[config.mk]
export PLATFORM = sky130hd
export DESIGN_NAME = lifo_stack
export DESIGN_NICKNAME = d
export VERILOG_FILES = /design/src/rtl/lifo_pkg.sv /design/src/rtl/lifo_mem.sv /design/src/rtl/lifo_stack.sv
export SDC_FILE = /design/constraint.sdc
export NUM_CORES = 1
export LEC_CHECK = 0
export CELL_PAD_IN_SITES_DETAIL_PLACEMENT = 1
export CELL_PAD_IN_SITES_GLOBAL_PLACEMENT = 1
export CORE_MARGIN = 2
export CORE_UTILIZATION = 53
export CTS_BUF_LIST = sky130_fd_sc_hd__clkbuf_4 sky130_fd_sc_hd__clkbuf_8
export DETAILED_ROUTE_END_ITERATION = 10
export PLACE_DENSITY_LB_ADDON = 0.1
export SLEW_MARGIN = 20
export SYNTH_ARGS = -nofsm -noshare
export SYNTH_HDL_FRONTEND = slang
export SYNTH_HIERARCHICAL = 1
export SYNTH_SLANG_ARGS = --single-unit
[constraint.sdc]
create_clock -name Clk -period 5.4 [get_ports Clk]
set_input_delay 0.54 -clock Clk [delete_from_list [all_inputs] [get_ports Clk]]
set_output_delay 0.54 -clock Clk [all_outputs]
set_load 0.01 [all_outputs]
[src/rtl/lifo_pkg.sv]
// lifo_pkg: shared constants and helpers for the lifo_stack slice.
// Default geometry, stack-pointer width helper and RW direction encodings.
package lifo_pkg;

    localparam int WIDTH_DEF = 4;
    localparam int DEPTH_DEF = 8;

    localparam logic RW_PUSH = 1'b0;
    localparam logic RW_POP  = 1'b1;

    // Stack pointer counts 0..DEPTH inclusive, so it needs one bit above the address width.
    function automatic int ptr_width(input int depth);
        return $clog2(depth) + 1;
    endfunction

endpackage : lifo_pkg

[src/rtl/lifo_mem.sv]
// lifo_mem: DEPTH x WIDTH register array for lifo_stack.
// One synchronous write port, one registered read port, asynchronous clear
// of both the array and the read register.
module lifo_mem #(
    parameter int WIDTH = 4,
    parameter int DEPTH = 8,
    parameter int AW    = $clog2(DEPTH)
) (
    input  logic             clk,
    input  logic             rst,
    input  logic             we,
    input  logic [AW-1:0]    waddr,
    input  logic [WIDTH-1:0] wdata,
    input  logic             re,
    input  logic [AW-1:0]    raddr,
    output logic [WIDTH-1:0] rdata
);

    logic [WIDTH-1:0] mem_r [DEPTH];
    logic [WIDTH-1:0] rdata_r;

    // Storage array: cleared on reset, written at the current top on push.
    always_ff @(posedge clk or posedge rst) begin
        if (rst) begin
            for (int i = 0; i < DEPTH; i++) begin
                mem_r[i] <= {WIDTH{1'b0}};
            end
        end else if (we) begin
            mem_r[waddr] <= wdata;
        end
    end

    // Read register: captures the popped entry; holds its value when no pop occurs.
    always_ff @(posedge clk or posedge rst) begin
        if (rst) begin
            rdata_r <= {WIDTH{1'b0}};
        end else if (re) begin
            rdata_r <= mem_r[raddr];
        end
    end

    assign rdata = rdata_r;

endmodule : lifo_mem

[src/rtl/lifo_stack.sv]
// lifo_stack: synchronous LIFO of DEPTH entries x WIDTH bits.
// Single-port push/pop selected by RW, gated by EN; registered pop data and
// combinational EMPTY/FULL derived from the stack pointer.
// Optional feature macro LIFO_ERR_EN adds sticky OVF/UNF error outputs.
module lifo_stack
    import lifo_pkg::*;
#(
    parameter int WIDTH = WIDTH_DEF,
    parameter int DEPTH = DEPTH_DEF
) (
    input  logic             Clk,
    input  logic             Rst,
    input  logic             EN,
    input  logic             RW,
    input  logic [WIDTH-1:0] dataIn,
    output logic [WIDTH-1:0] dataOut,
    output logic             EMPTY,
    output logic             FULL
`ifdef LIFO_ERR_EN
    ,
    output logic             OVF,
    output logic             UNF
`endif
);

    localparam int PW = ptr_width(DEPTH);
    localparam int AW = PW - 1;

    localparam logic [PW-1:0] SP_ZERO = {PW{1'b0}};
    localparam logic [PW-1:0] SP_ONE  = {{(PW-1){1'b0}}, 1'b1};
    localparam logic [PW-1:0] SP_FULL = PW'(DEPTH);
    localparam logic [AW-1:0] AD_ONE  = {{(AW-1){1'b0}}, 1'b1};

    logic [PW-1:0] sp_r;
    logic          empty_s;
    logic          full_s;
    logic          push_req_s;
    logic          pop_req_s;
    logic          push_s;
    logic          pop_s;
    logic [AW-1:0] waddr_s;
    logic [AW-1:0] raddr_s;

    // Decode requests and qualify them against the saturation flags.
    always_comb begin
        empty_s    = (sp_r == SP_ZERO);
        full_s     = (sp_r == SP_FULL);
        push_req_s = EN && (RW == RW_PUSH);
        pop_req_s  = EN && (RW == RW_POP);
        push_s     = push_req_s && !full_s;
        pop_s      = pop_req_s && !empty_s;
        // At sp == DEPTH the low bits wrap to 0, but push is blocked there and
        // 0 - 1 lands on DEPTH-1, which is the correct top for a pop.
        waddr_s    = sp_r[AW-1:0];
        raddr_s    = sp_r[AW-1:0] - AD_ONE;
    end

    // Stack pointer: increments on accepted push, decrements on accepted pop.
    always_ff @(posedge Clk or posedge Rst) begin
        if (Rst) begin
            sp_r <= SP_ZERO;
        end else if (push_s) begin
            sp_r <= sp_r + SP_ONE;
        end else if (pop_s) begin
            sp_r <= sp_r - SP_ONE;
        end
    end

    lifo_mem #(
        .WIDTH (WIDTH),
        .DEPTH (DEPTH),
        .AW    (AW)
    ) u_mem (
        .clk   (Clk),
        .rst   (Rst),
        .we    (push_s),
        .waddr (waddr_s),
        .wdata (dataIn),
        .re    (pop_s),
        .raddr (raddr_s),
        .rdata (dataOut)
    );

    assign EMPTY = empty_s;
    assign FULL  = full_s;

`ifdef LIFO_ERR_EN
    logic ovf_r;
    logic unf_r;

    // Sticky error flags: set by a rejected push/pop, cleared only by reset.
    always_ff @(posedge Clk or posedge Rst) begin
        if (Rst) begin
            ovf_r <= 1'b0;
            unf_r <= 1'b0;
        end else begin
            if (push_req_s && full_s) begin
                ovf_r <= 1'b1;
            end
            if (pop_req_s && empty_s) begin
                unf_r <= 1'b1;
            end
        end
    end

    assign OVF = ovf_r;
    assign UNF = unf_r;
`endif

endmodule : lifo_stack

# After elaboration in Yosys (flattened, before gate mapping)
# Index checks and enable logic that the tools add are counted.
[totals]
ff_bits = 40
latch_bits = 0
ramBits = 0
rom_bits = 0
input_bits = 8
out_inout_bits = 6
mem_count = 0
[op_classes]
n_addsub = 3
mul = 0
div_mod_pow = 0
n_lt_le_gt_ge = 3
eq_ne = 1
shifts = 0
muxes = 8
bitwise_logic = 3
n_reduce_logical = 9
[op_table]
columns = ["op", "count"]
rows = [
  ["32-bit bitwise mux", 1],
  ["4-bit 2-to-1 mux", 5],
  ["4-bit binary-select mux with 3-bit select", 1],
  ["4-bit demux with 3-bit select", 1],
  ["4-bit >= comparator, second input constant", 2],
  ["3-bit inverter with 4-bit output", 2],
  ["1-bit logical AND", 5],
  ["4-bit by 1-bit adder with 4-bit output, second input constant", 1],
  ["4-bit == test, second input constant", 1],
  ["4-bit zero test", 1],
  ["4-bit by 1-bit < comparator with 1-bit output, second input constant", 1],
  ["4-bit by 1-bit subtractor with 4-bit output, second input constant", 1],
  ["3-bit by 1-bit subtractor with 3-bit output, second input constant", 1],
  ["1-bit zero test", 2],
  ["2-bit nonzero test", 1],
  ["1-bit inverter", 1],
]

# Depth between registers and ports, before layout
[depth]
ltp_word = 6
mapped_depth = 10
mapped_depth_nobuf = 10

# Modules after synthesis
# The synthesis kept the hierarchy.
[by_module_without_submodules]
columns = ["mod", "n_inst", "cells_each", "area_each_um2", "seq_area_each_um2"]
rows = [
  ["lifo_mem", 1, 117, 1670.4, 900.9],
  ["lifo_stack", 1, 36, 342.8, 100.1],
]

# Least setup slack after synthesis
# No wires, ideal clock.
[synth_path]
path_kind = "register to register"
from = "register sp_r[0]"
to = "register u_mem/mem_r[24] in the netlist's numbering"
setup_ps = 125
arrival_ps = 2390
t_required_ps = 5275
slack_ps = 2885
stages_incl_launch_ff = 10
n_path_buf = 0
synth_period_minus_slack_ps = 2515
path_cell_list = "dfrtp_1 -> inv_1 -> ha_1 -> nor2b_1 -> and2_1 -> or2_1 -> inv_1 -> nand2b_1 -> nor3b_2 -> mux2_2"
[synth_via]
word_cells_on_any_way = 10
[synth_rtl]
columns = ["item", "line", "source"]
rows = [
  ["start, declared", "lifo_stack.sv:34", "logic [PW-1:0] sp_r;"],
  ["start signal, assigned", "lifo_stack.sv:63", "sp_r <= sp_r + SP_ONE;"],
  ["start signal, assigned", "lifo_stack.sv:65", "sp_r <= sp_r - SP_ONE;"],
  ["4-bit == test", "lifo_stack.sv:47", "full_s = (sp_r == SP_FULL);"],
  ["named net FULL", "lifo_stack.sv:18", "output logic FULL"],
  ["1-bit zero test", "lifo_stack.sv:50", "push_s = push_req_s && !full_s;"],
  ["1-bit logical AND", "lifo_stack.sv:50", ""],
  ["named net push_s", "lifo_stack.sv:39", "logic push_s;"],
  ["end signal, assigned by index", "lifo_mem.sv:26", "mem_r[i] <= {WIDTH{1'b0}};"],
  ["end signal, assigned by index", "lifo_mem.sv:29", "mem_r[waddr] <= wdata;"],
  ["end, declared", "lifo_mem.sv:19", "logic [WIDTH-1:0] mem_r [DEPTH];"],
]
# The timed path passes the listed nets, and every way through them passes these cells.
# A chain may end at the register's enable or synchronous reset.

# Worst setup path after layout
[layout_path]
from = "register sp_r[0]"
to = "register u_mem/mem_r[25] in the netlist's numbering"
[layout_via]
word_cells_on_any_way = 10
[layout_rtl]
columns = ["item", "line"]
rows = [
  ["4-bit == test", "lifo_stack.sv:47"],
  ["1-bit zero test", "lifo_stack.sv:50"],
  ["1-bit logical AND", "lifo_stack.sv:50"],
  ["named net push_s", "lifo_stack.sv:39"],
]
# The timed path passes the listed nets, and every way through them passes these cells.

==> flow_summary.yaml <==
run_status:
  status: "finished clean"
clocking:
  cts_buffer_depth: 2
  clk_latency_ns: 0.29
  numCtsBuffers: 5
  cts_setup_buffers: 0
  cts_hold_buf: 0
  post_cts_resized: 0
  htreeDepth: 2
  clock-sinks: 40
  root_buffer: "clkbuf_8"
  cts.clk_slew.worst_paths_ns: 0.08
  cts_tree: "done"
logic_synthesis:
  yosys-top-cells-count: "40 x dfrtp_1, 34 x mux2_2, 18 x mux2i_1"
  syn_nets: 165
  yosysMostFrequentCell: "dfrtp_1"
  ys_ff_latch: 40
  synth_area_um2: 2013
  synth_cells: 153
  syn_avg_cell_area_um2: 13.16
  yosys_warnings: 6
  synthFlopType: "dfrtp_1"
  synth_top_area_share: 0.4972
  synth_edf_count: 0
  synthDistinctLibCells: 26
  ys_seq_area_frac: 0.4972
  synthArstFlopShare: 1.000
  synth_area_leaders: "dfrtp_1 50%, mux2_2 19%, mux2i_1 8.9%"
  synth_top_area_cell: "dfrtp_1"
setup_path:
  reg2reg_depth: 9
  crit_buf_inv: 2
  regToRegStartpoint: "sp_r[0]"
  path_depth: 9
  rrSetupSlack_ns: 2.00
  worstPathMaxFanout: 17
  critPathCaptureType: "register"
  cp_common_cell: "inv_1"
  max_stage_delay_ns: 0.61
  start_kind: "register"
  required_ns: 5.57
  cp_slowest_cell: "dfrtp_1"
  cp.arrival_ns: 3.56
  worst-setup-path-type: "reg -> reg"
  worst_path_dominant_cell_family: "simple AND/OR/NAND/NOR gates"
  r2r_end: "u_mem/mem_r[25]"
  path_cells: "inv_1 > ha_1 > nor2b_1 > and2_1 > or2_1 > inv_1 > nand2b_1 > nor3b_2 > mux2_2"
route:
  wire_per_inst_um: 19.54
  drt-initial-drc-count: 40
  vias_per_cell: 5.715
  vias: 1263
  routed_wl_mm: 4.319
  drc: 0
  first_pass_iters: 6
  postRouteAntennaNets: 0
place:
  place_congestion: 0.7670
  hpwlAfterDp_mm: 3.047
  portBuffers: 13
sta:
  rsz0062_at_grt: "no"
  holdWs_ns: 0.4648
  setup_viol: 0
  finalMaxSlewViolations: 0
  fin_crit_sh: 0.6290
  fin_tns_setup_ns: 0
  max_freq_mhz: 294.4
  final.min_clock_period_ns: 3.397
  worstMarginPinSlew_ns: 0.8580
  hold_viol: 0
  slew_headroom: 0.4274
  finClkSkew_ns: 0.005702
floorplan:
  fp-row-count: 22
  die-area_um2: 4307
  core-area_um2: 3661
  dieHeight_um: 65.63
  start_util: 0.5499
  dieWidth_um: 65.63
  ioPinCount: 14
pwr:
  p_int_mw: 0.8806
  p_switching_mw: 0.5185
  pwr-share-clk: 0.143
  vdd_drop_max_mv: 0.2738
  p_seq_frac: 0.405
  combPwrFrac: 0.452
  powerDensity_nw_per_um2: 611.4
  p_leak_nw: 1.020
  sw_frac_of_total: 0.3706
finish:
  drive_gt1_frac: 0.3064
  syn2layout_area_growth_pct: 13.67
  diodes: 0
  fillCellCount: 366
  nets: 184
global_routing:
  antenna_found_initial: 0
  grt-ovfl-total: 0
  grt_max_degree: 37
  grt_usage: 0.2352
  grt_pass1_vias: 1395
  grt_pass1_wl_mm: 7.148
hold_path:
  worstHoldPathType: "in -> async"
run:
  max_cap_viol_count: 0
==> sequential cells by signal (all words and copies together) (netlist names) <==
signal       cells
sp_r             4
u_mem/mem_r     32
u_mem/rdata      4
==> kinds of logic after synthesis <==
logic type | synth area share
adder cells (fa/ha/maj) | 0.02859
flip-flops | 0.4972
AO/OA/AOI/OAI | 0.06402
multiplexers | 0.2797
AND/OR/NAND/NOR | 0.09447
XOR/XNOR | 0.01741
buffers and inverters | 0.01864
==> metal layers <==
layer / global-route usage / share of wire / vias to the layer above
met5: 0 / 0 / -
met4: 0.07552 / 0.0032 / 0
met3: 0.05822 / 0.025 / 2
met2: 0.3939 / 0.53 / 13
met1: 0.2985 / 0.45 / 651
li1: - / - / 597
==> stage by stage <==
step	std cells	utilization	setup slack [ns]	power, mW	area [µm²]
after global routing	221	0.6251	1.777	1.506	2288
final	221	0.6251	2.003	1.399	2288
after global placement	213	0.5998	2.227	1.153	2196
after detailed placement	213	0.5998	2.016	1.193	2196
after floorplan	153	-	2.885	1.009	2013
after CTS	221	0.6251	2.012	1.407	2288
==> worst max path at each step <==
| stage | from | endpoint |
|---|---|---|
| after global routing | sp_r[0] | u_mem/mem_r[25] |
| after global placement | sp_r[0] | u_mem/mem_r[25] |
| after detailed placement | sp_r[0] | u_mem/mem_r[27] |
| after CTS | sp_r[0] | u_mem/mem_r[25] |
| after floorplan | sp_r[0] | u_mem/mem_r[24] |
| final | sp_r[0] | u_mem/mem_r[25] |
==> cell type report <==
| type | count | area [µm²] | area share |
|---|---|---|---|
| inverters | 6 | 22.52 | 0.009841 |
| multi-input cells | 105 | 974.7 | 0.4259 |
| flip-flops and latches | 40 | 1001 | 0.4374 |
| well taps | 48 | 60.06 | 0.02624 |
| clock buffers | 6 | 82.58 | 0.03609 |
| clock inverters | 2 | 10.01 | 0.004374 |
| repair buffers | 14 | 137.6 | 0.06014 |
==> layout by cell type (no fill, tap or decap), drive strengths merged, types with 2 or more instances in the layout <==
cell type	netlist	final
clkdlybuf4s50	0	13
xor2	2	2
xnor2	2	2
and2	2	2
dfrtp	40	40
a22oi	8	8
nor3	2	2
nor2	4	4
nand2b	3	3
clkinv	0	2
nand2	3	3
inv	6	6
nor3b	2	2
nand4b	3	3
a31o	4	4
clkbuf	0	6
mux2i	18	18
mux2	34	34
nor2b	7	7
ha	3	3
==> power groups by stage <==
stage,sequential [mW],clock [mW],combinational (mW)
after global routing,0.591,0.221,0.694
after floorplan,0.536,0,0.473
final,0.567,0.200,0.632
after global placement,0.554,0,0.599
after CTS,0.566,0.208,0.632
after detailed placement,0.568,0,0.625
Note: power is estimated with default switching activity, not from simulation.
